<file path="src/rtl/calc_request_sequencer.sv">
`default_nettype none
// ============================================================================
// Module      : calc_request_sequencer
// Description : Client-side front end for a combinational 64-bit calculator.
//               Accepts tagged requests, launches registered operands, samples
//               the result after a fixed settle latency, flags illegal ops and
//               returns tagged responses through a show-ahead response FIFO.
// Revision    : 1.0 - initial release
// ============================================================================
module calc_request_sequencer #(
    parameter int WIDTH      = 64,
    parameter int CALC_LAT   = 1,
    parameter int RESP_DEPTH = 4,
    parameter int TAG_W      = 4
) (
    input  logic             clk,
    input  logic             rst_n,
    input  logic             req_valid,
    output logic             req_ready,
    input  logic [WIDTH-1:0] req_a,
    input  logic [WIDTH-1:0] req_b,
    input  logic [3:0]       req_mode,
    input  logic [TAG_W-1:0] req_tag,
    output logic [WIDTH-1:0] calc_a,
    output logic [WIDTH-1:0] calc_b,
    output logic [3:0]       calc_mode,
    input  logic [WIDTH-1:0] calc_result,
    output logic             rsp_valid,
    input  logic             rsp_ready,
    output logic [WIDTH-1:0] rsp_result,
    output logic [TAG_W-1:0] rsp_tag,
    output logic             rsp_err,
    output logic             busy
);

    localparam int c_PTR_W = (RESP_DEPTH > 2) ? $clog2(RESP_DEPTH) : 1;
    localparam int c_CNT_W = c_PTR_W + 1;
    localparam logic [c_CNT_W-1:0] c_DEPTH = c_CNT_W'(RESP_DEPTH);
    localparam logic [3:0]         c_LAT   = 4'(CALC_LAT);

    localparam logic [0:0] S_IDLE = 1'b0;
    localparam logic [0:0] S_WAIT = 1'b1;

    logic [0:0]         r_state;
    logic [0:0]         w_next_state;
    logic [3:0]         r_wait_cnt;
    logic [TAG_W-1:0]   r_tag;
    logic               r_err;
    logic [WIDTH-1:0]   r_calc_a;
    logic [WIDTH-1:0]   r_calc_b;
    logic [3:0]         r_calc_mode;

    logic               w_req_ready;
    logic               w_accept;
    logic               w_push;
    logic               w_pop;
    logic               w_err;

    logic [WIDTH-1:0]   r_mem_result [RESP_DEPTH];
    logic [TAG_W-1:0]   r_mem_tag    [RESP_DEPTH];
    logic               r_mem_err    [RESP_DEPTH];
    logic [c_PTR_W-1:0] r_wr_ptr;
    logic [c_PTR_W-1:0] r_rd_ptr;
    logic [c_CNT_W-1:0] r_count;

    // Illegal: unknown mode, or divide by zero.
    assign w_err    = (req_mode > 4'd3) || ((req_mode == 4'd3) && (req_b == '0));
    assign w_accept = req_valid && w_req_ready;
    assign w_pop    = (r_count != '0) && rsp_ready;

    // State register.
    always_ff @(posedge clk or negedge rst_n) begin
        if (!rst_n) begin
            r_state <= S_IDLE;
        end else begin
            r_state <= w_next_state;
        end
    end

    // Next-state: one operation in flight, back to IDLE once the result lands.
    always_comb begin
        w_next_state = r_state;
        case (r_state)
            S_IDLE:  if (w_accept) w_next_state = S_WAIT;
            S_WAIT:  if (r_wait_cnt == 4'd1) w_next_state = S_IDLE;
            default: w_next_state = S_IDLE;
        endcase
    end

    // FSM outputs: acceptance gated on FIFO room (held low during reset),
    // push on the final wait cycle.
    always_comb begin
        w_req_ready = 1'b0;
        w_push      = 1'b0;
        case (r_state)
            S_IDLE:  w_req_ready = rst_n && (r_count < c_DEPTH);
            S_WAIT:  w_push      = (r_wait_cnt == 4'd1);
            default: ;
        endcase
    end

    // Operand launch, tag/error capture and settle countdown.
    always_ff @(posedge clk or negedge rst_n) begin
        if (!rst_n) begin
            r_calc_a    <= '0;
            r_calc_b    <= '0;
            r_calc_mode <= '0;
            r_tag       <= '0;
            r_err       <= 1'b0;
            r_wait_cnt  <= '0;
        end else if (w_accept) begin
            r_calc_a    <= req_a;
            r_calc_b    <= req_b;
            r_calc_mode <= req_mode;
            r_tag       <= req_tag;
            r_err       <= w_err;
            r_wait_cnt  <= c_LAT;
        end else if ((r_state == S_WAIT) && (r_wait_cnt != '0)) begin
            r_wait_cnt  <= r_wait_cnt - 4'd1;
        end
    end

    // Response FIFO storage; illegal ops return a zero result.
    always_ff @(posedge clk or negedge rst_n) begin
        if (!rst_n) begin
            for (int i = 0; i < RESP_DEPTH; i++) begin
                r_mem_result[i] <= '0;
                r_mem_tag[i]    <= '0;
                r_mem_err[i]    <= 1'b0;
            end
        end else if (w_push) begin
            r_mem_result[r_wr_ptr] <= r_err ? '0 : calc_result;
            r_mem_tag[r_wr_ptr]    <= r_tag;
            r_mem_err[r_wr_ptr]    <= r_err;
        end
    end

    // FIFO pointers and occupancy; pointers wrap naturally (power-of-two depth).
    always_ff @(posedge clk or negedge rst_n) begin
        if (!rst_n) begin
            r_wr_ptr <= '0;
            r_rd_ptr <= '0;
            r_count  <= '0;
        end else begin
            if (w_push) r_wr_ptr <= r_wr_ptr + 1'b1;
            if (w_pop)  r_rd_ptr <= r_rd_ptr + 1'b1;
            case ({w_push, w_pop})
                2'b10:   r_count <= r_count + 1'b1;
                2'b01:   r_count <= r_count - 1'b1;
                default: r_count <= r_count;
            endcase
        end
    end

    assign req_ready  = w_req_ready;
    assign calc_a     = r_calc_a;
    assign calc_b     = r_calc_b;
    assign calc_mode  = r_calc_mode;
    assign rsp_valid  = (r_count != '0);
    assign rsp_result = r_mem_result[r_rd_ptr];
    assign rsp_tag    = r_mem_tag[r_rd_ptr];
    assign rsp_err    = r_mem_err[r_rd_ptr];
    assign busy       = (r_state != S_IDLE) || (r_count != '0);

endmodule
`default_nettype wire

</file>
<file path="config.mk">
export PLATFORM = sky130hd
export DESIGN_NAME = calc_request_sequencer
export DESIGN_NICKNAME = d
export VERILOG_FILES = /design/src/rtl/calc_request_sequencer.sv
export SDC_FILE = /design/constraint.sdc
export NUM_CORES = 1
export LEC_CHECK = 0
export BUFFER_PORTS_ARGS = -buffer_cell sky130_fd_sc_hd__buf_2
export CAP_MARGIN = 0
export CORE_ASPECT_RATIO = 1.2
export CORE_MARGIN = 2
export CORE_UTILIZATION = 54
export CTS_BUF_LIST = sky130_fd_sc_hd__clkbuf_8 sky130_fd_sc_hd__clkbuf_16
export DETAILED_ROUTE_END_ITERATION = 10
export GPL_TIMING_DRIVEN = 0
export PLACE_DENSITY = 0.8
export SLEW_MARGIN = 10
export SYNTH_ARGS = -nofsm -noshare
export SYNTH_HDL_FRONTEND = slang
export SYNTH_SLANG_ARGS = --single-unit
</file>
<file path="constraint.sdc">
create_clock -name clk -period 2.89 [get_ports clk]
set_clock_uncertainty 0.1 [all_clocks]
set_input_delay 0.578 -clock clk [delete_from_list [all_inputs] [get_ports clk]]
set_output_delay 0.578 -clock clk [all_outputs]
set_load 0.02 [all_outputs]
</file>
==> run metrics <==
status finished with violations; failing checks hold timing; setup ws final between 0.04 and 0.05 ns; most common cell after layout, fill and taps aside buf_2; DR vias approximately 13000; mapped cell area 18370 um^2; I/O Buffers ~410; flops & latches, synth between 400 and 500; final wirelength just under 50000 um; max-slew violations 0; core footprint about 34000 um^2; io pins just over 400; PD cells roughly 1200 nW/um^2; WP data arrival between 2 and 2.5 ns; Initial DRT Pass Iterations 5; vias in the first global route between 10000 and 15000; Netlist cell types 34; sequential share of the synthesized area 0.5788; total power about 28 mW; GRT overflow 0; post-synthesis adder-cell area fraction 0.005856; initial core utilization 0.5437; Crit path buffers/inverters 2; DIE WIDTH approximately 170 um; Mean Syn Cell Area 13.05 um^2; pre-CTS setup slack -0.7407 ns; fin util 0.6718; initial antenna violation count 24; Area Overhead vs Synth 23.56%; Site Rows 74; worst r2r src r_err; Hold Crit Class primary input to asynchronous set/reset pin; global-route usage over all layers 0.2769; H-tree depth 2; Max Cap Viol 0; setup bufs post-CTS 0; Least-Margin Pin Slew about 0.84 ns; clock root buffer clkbuf_16; share of layout cells above drive strength 1 0.4691; critical path class register to output port; CTS tree yes; unrepaired setup endpoints after global routing true; min cycle time layout about 2.8 ns; reg-to-reg endpoint r_mem_result[248]; Die Height 206.1 um; cell family with most CP delay multiplexers; non-filler cells, final around 2400; post-synthesis simple-gate area fraction 0.1214; crit-path max FO 10; CP Capture Type output port; worst skew pair latency 0.56 ns; Placed Cells 2275; Die ar. between 30000 and 40000 um^2; Slowest cell on crit path mux4_2; final worst-path cycle share 0.9854; Remaining DRCs 0; Post-Layout Inst Area approximately 23000 um^2; global-route wire length before repair around 74000 um; hpwl dp between 30000 and 40000 um; Final TNS setup 0 ns; commonest non-fill, non-tap cells in the layout 437 x buf_2, 424 x dfrtp_1, 417 x nand2_1; element type at the critical path start register; clk buf depth 3; WL per Instance a little over 20 um; Avg Vias per Cell 5.365; CP Cell Sequence buf_4 > mux4_2 > buf_2; RePlAce Congestion ~0.91; Final nets around 2100; fmax around 0.35 GHz; relative slew slack 0.4317; combinational family with the most area after synthesis multiplexers; post-synthesis compound-gate area fraction 0.002656; slowest stage delay, CP ~0.57 ns; Critical Path RT 2.21 ns; YS warnings 0; leakage power between 10 and 15 nW; # fillers 2448; endpoints failing hold 16; mux contribution to synthesized area 0.2619; Num CTS Buffers 43; Setup violations, final 0; largest net degree at the start of global routing 101; Reg clk slew, reported paths ~0.070 ns; Post-Synth XOR/XNOR Area 0.004290; Post-DP Area between 20000 and 25000 um^2; CP startpoint r_rd_ptr[0]; worst hold slack -0.01063 ns; post-synthesis cell count about 1400; Worst VDD drop 0.0007649 V; FF-to-FF path depth 4; post-synth net total about 1600; antenna-violating nets left 0; Clock Sinks ~430; initial drt markers 755; Reg2Reg Setup Slack ~0.29 ns
flip-flops by register name, summed over array words and instances, names as in the netlist:
name	flops
r_count	3
r_wait_cnt	4
calc_b	64
r_mem_tag	16
r_wr_ptr	2
calc_mode	4
r_mem_result	256
r_state	1
calc_a	64
r_tag	4
r_mem_err	4
r_err	1
r_rd_ptr	2
cell usage after synthesis:
master | number | area [um^2]
dfrtp_1 | 425 | 10640
nand2_1 | 417 | 1565
mux2_2 | 236 | 2658
mux4_2 | 69 | 1554
nor2b_1 | 61 | 381.6
mux2_4 | 40 | 600.6
buf_2 | 38 | 190.2
clkbuf_1 | 35 | 131.4
nor4_1 | 14 | 87.58
buf_6 | 9 | 101.4
inv_1 | 9 | 33.78
ha_1 | 7 | 87.58
nor2_1 | 6 | 22.52
o21ai_0 | 5 | 25.02
xor2_1 | 5 | 43.79
nand2_4 | 4 | 45.04
xnor2_1 | 4 | 35.03
and2b_1 | 3 | 22.52
nand3_1 | 3 | 15.01
nand4_1 | 3 | 18.77
nor4b_1 | 2 | 17.52
and2_1 | 1 | 6.260
and3_1 | 1 | 6.260
buf_1 | 1 | 3.750
fa_1 | 1 | 20.02
nor3_1 | 1 | 5.000
nor3b_1 | 1 | 7.510
nor4bb_1 | 1 | 10.01
o211ai_1 | 1 | 7.510
o311ai_0 | 1 | 8.760
o31ai_1 | 1 | 7.510
or2_2 | 1 | 6.260
or3_1 | 1 | 6.260
or4_1 | 1 | 7.510
power by group:
part / leakage, nW / internal [mW] / switching, mW / total (mW)
Combinational: 5.52 / 5.29 / 6.35 / 11.6
Sequential: 5.21 / 8.87 / 1.64 / 10.5
Clock: 0.709 / 3.26 / 2.34 / 5.60
worst max path at each step:
stage / endpoint / slack [ns] / cells past startpoint
after floorplan: rsp_err / 0.76 / 3
after global placement: r_mem_result[159] / -6.92 / 1
after detailed placement: r_err / -0.74 / 9
after CTS: rsp_result[58] / 0.01 / 3
after global routing: rsp_result[58] / -0.04 / 3
final: rsp_result[38] / 0.04 / 3
per-layer routing:
metal  up-vias  track usage  wire length (um)
li1       5722            -                 -
met2       443       0.4629             24410
met5         -            0                58
met4        10       0.1122              1753
met1      6412       0.3361             18610
met3       111      0.08330              4129
timing repair:
item | 4_1_cts | 5_1_grt
gates resized for setup | 15 | 0
setup endpoints to repair | 187 | 33
hold buffers | 3 | 0
gates cloned | 2 | 0
hold endpoints to repair | 44 | 0
cell families (layout without fill, tap and decap cells):
kind of cell / count (synthesis) / in the layout
XOR/XNOR: 9 / 9
multiplexers: 345 / 345
adder cells (fa/ha/maj): 8 / 8
other: 0 / 16
flip-flops: 425 / 425
AO/OA/AOI/OAI: 8 / 8
AND/OR/NAND/NOR: 521 / 521
buffers and inverters: 92 / 579
final cells by class:
| class | instances | area, um^2 | area share |
|---|---|---|---|
| Sequential cell | 425 | 10640 | 0.4685 |
| Multi-Input combinational cell | 891 | 7278 | 0.3206 |
| Timing Repair Buffer | 416 | 2282 | 0.1005 |
| Clock buffer | 49 | 1170 | 0.05153 |
| Tap cell | 456 | 570.5 | 0.02513 |
| Buffer | 81 | 445.4 | 0.01962 |
| Clock inverter | 24 | 246.5 | 0.01086 |
| Antenna cell | 16 | 40.04 | 0.001764 |
| Inverter | 9 | 33.78 | 0.001488 |
(Power assumes the default switching activity.)
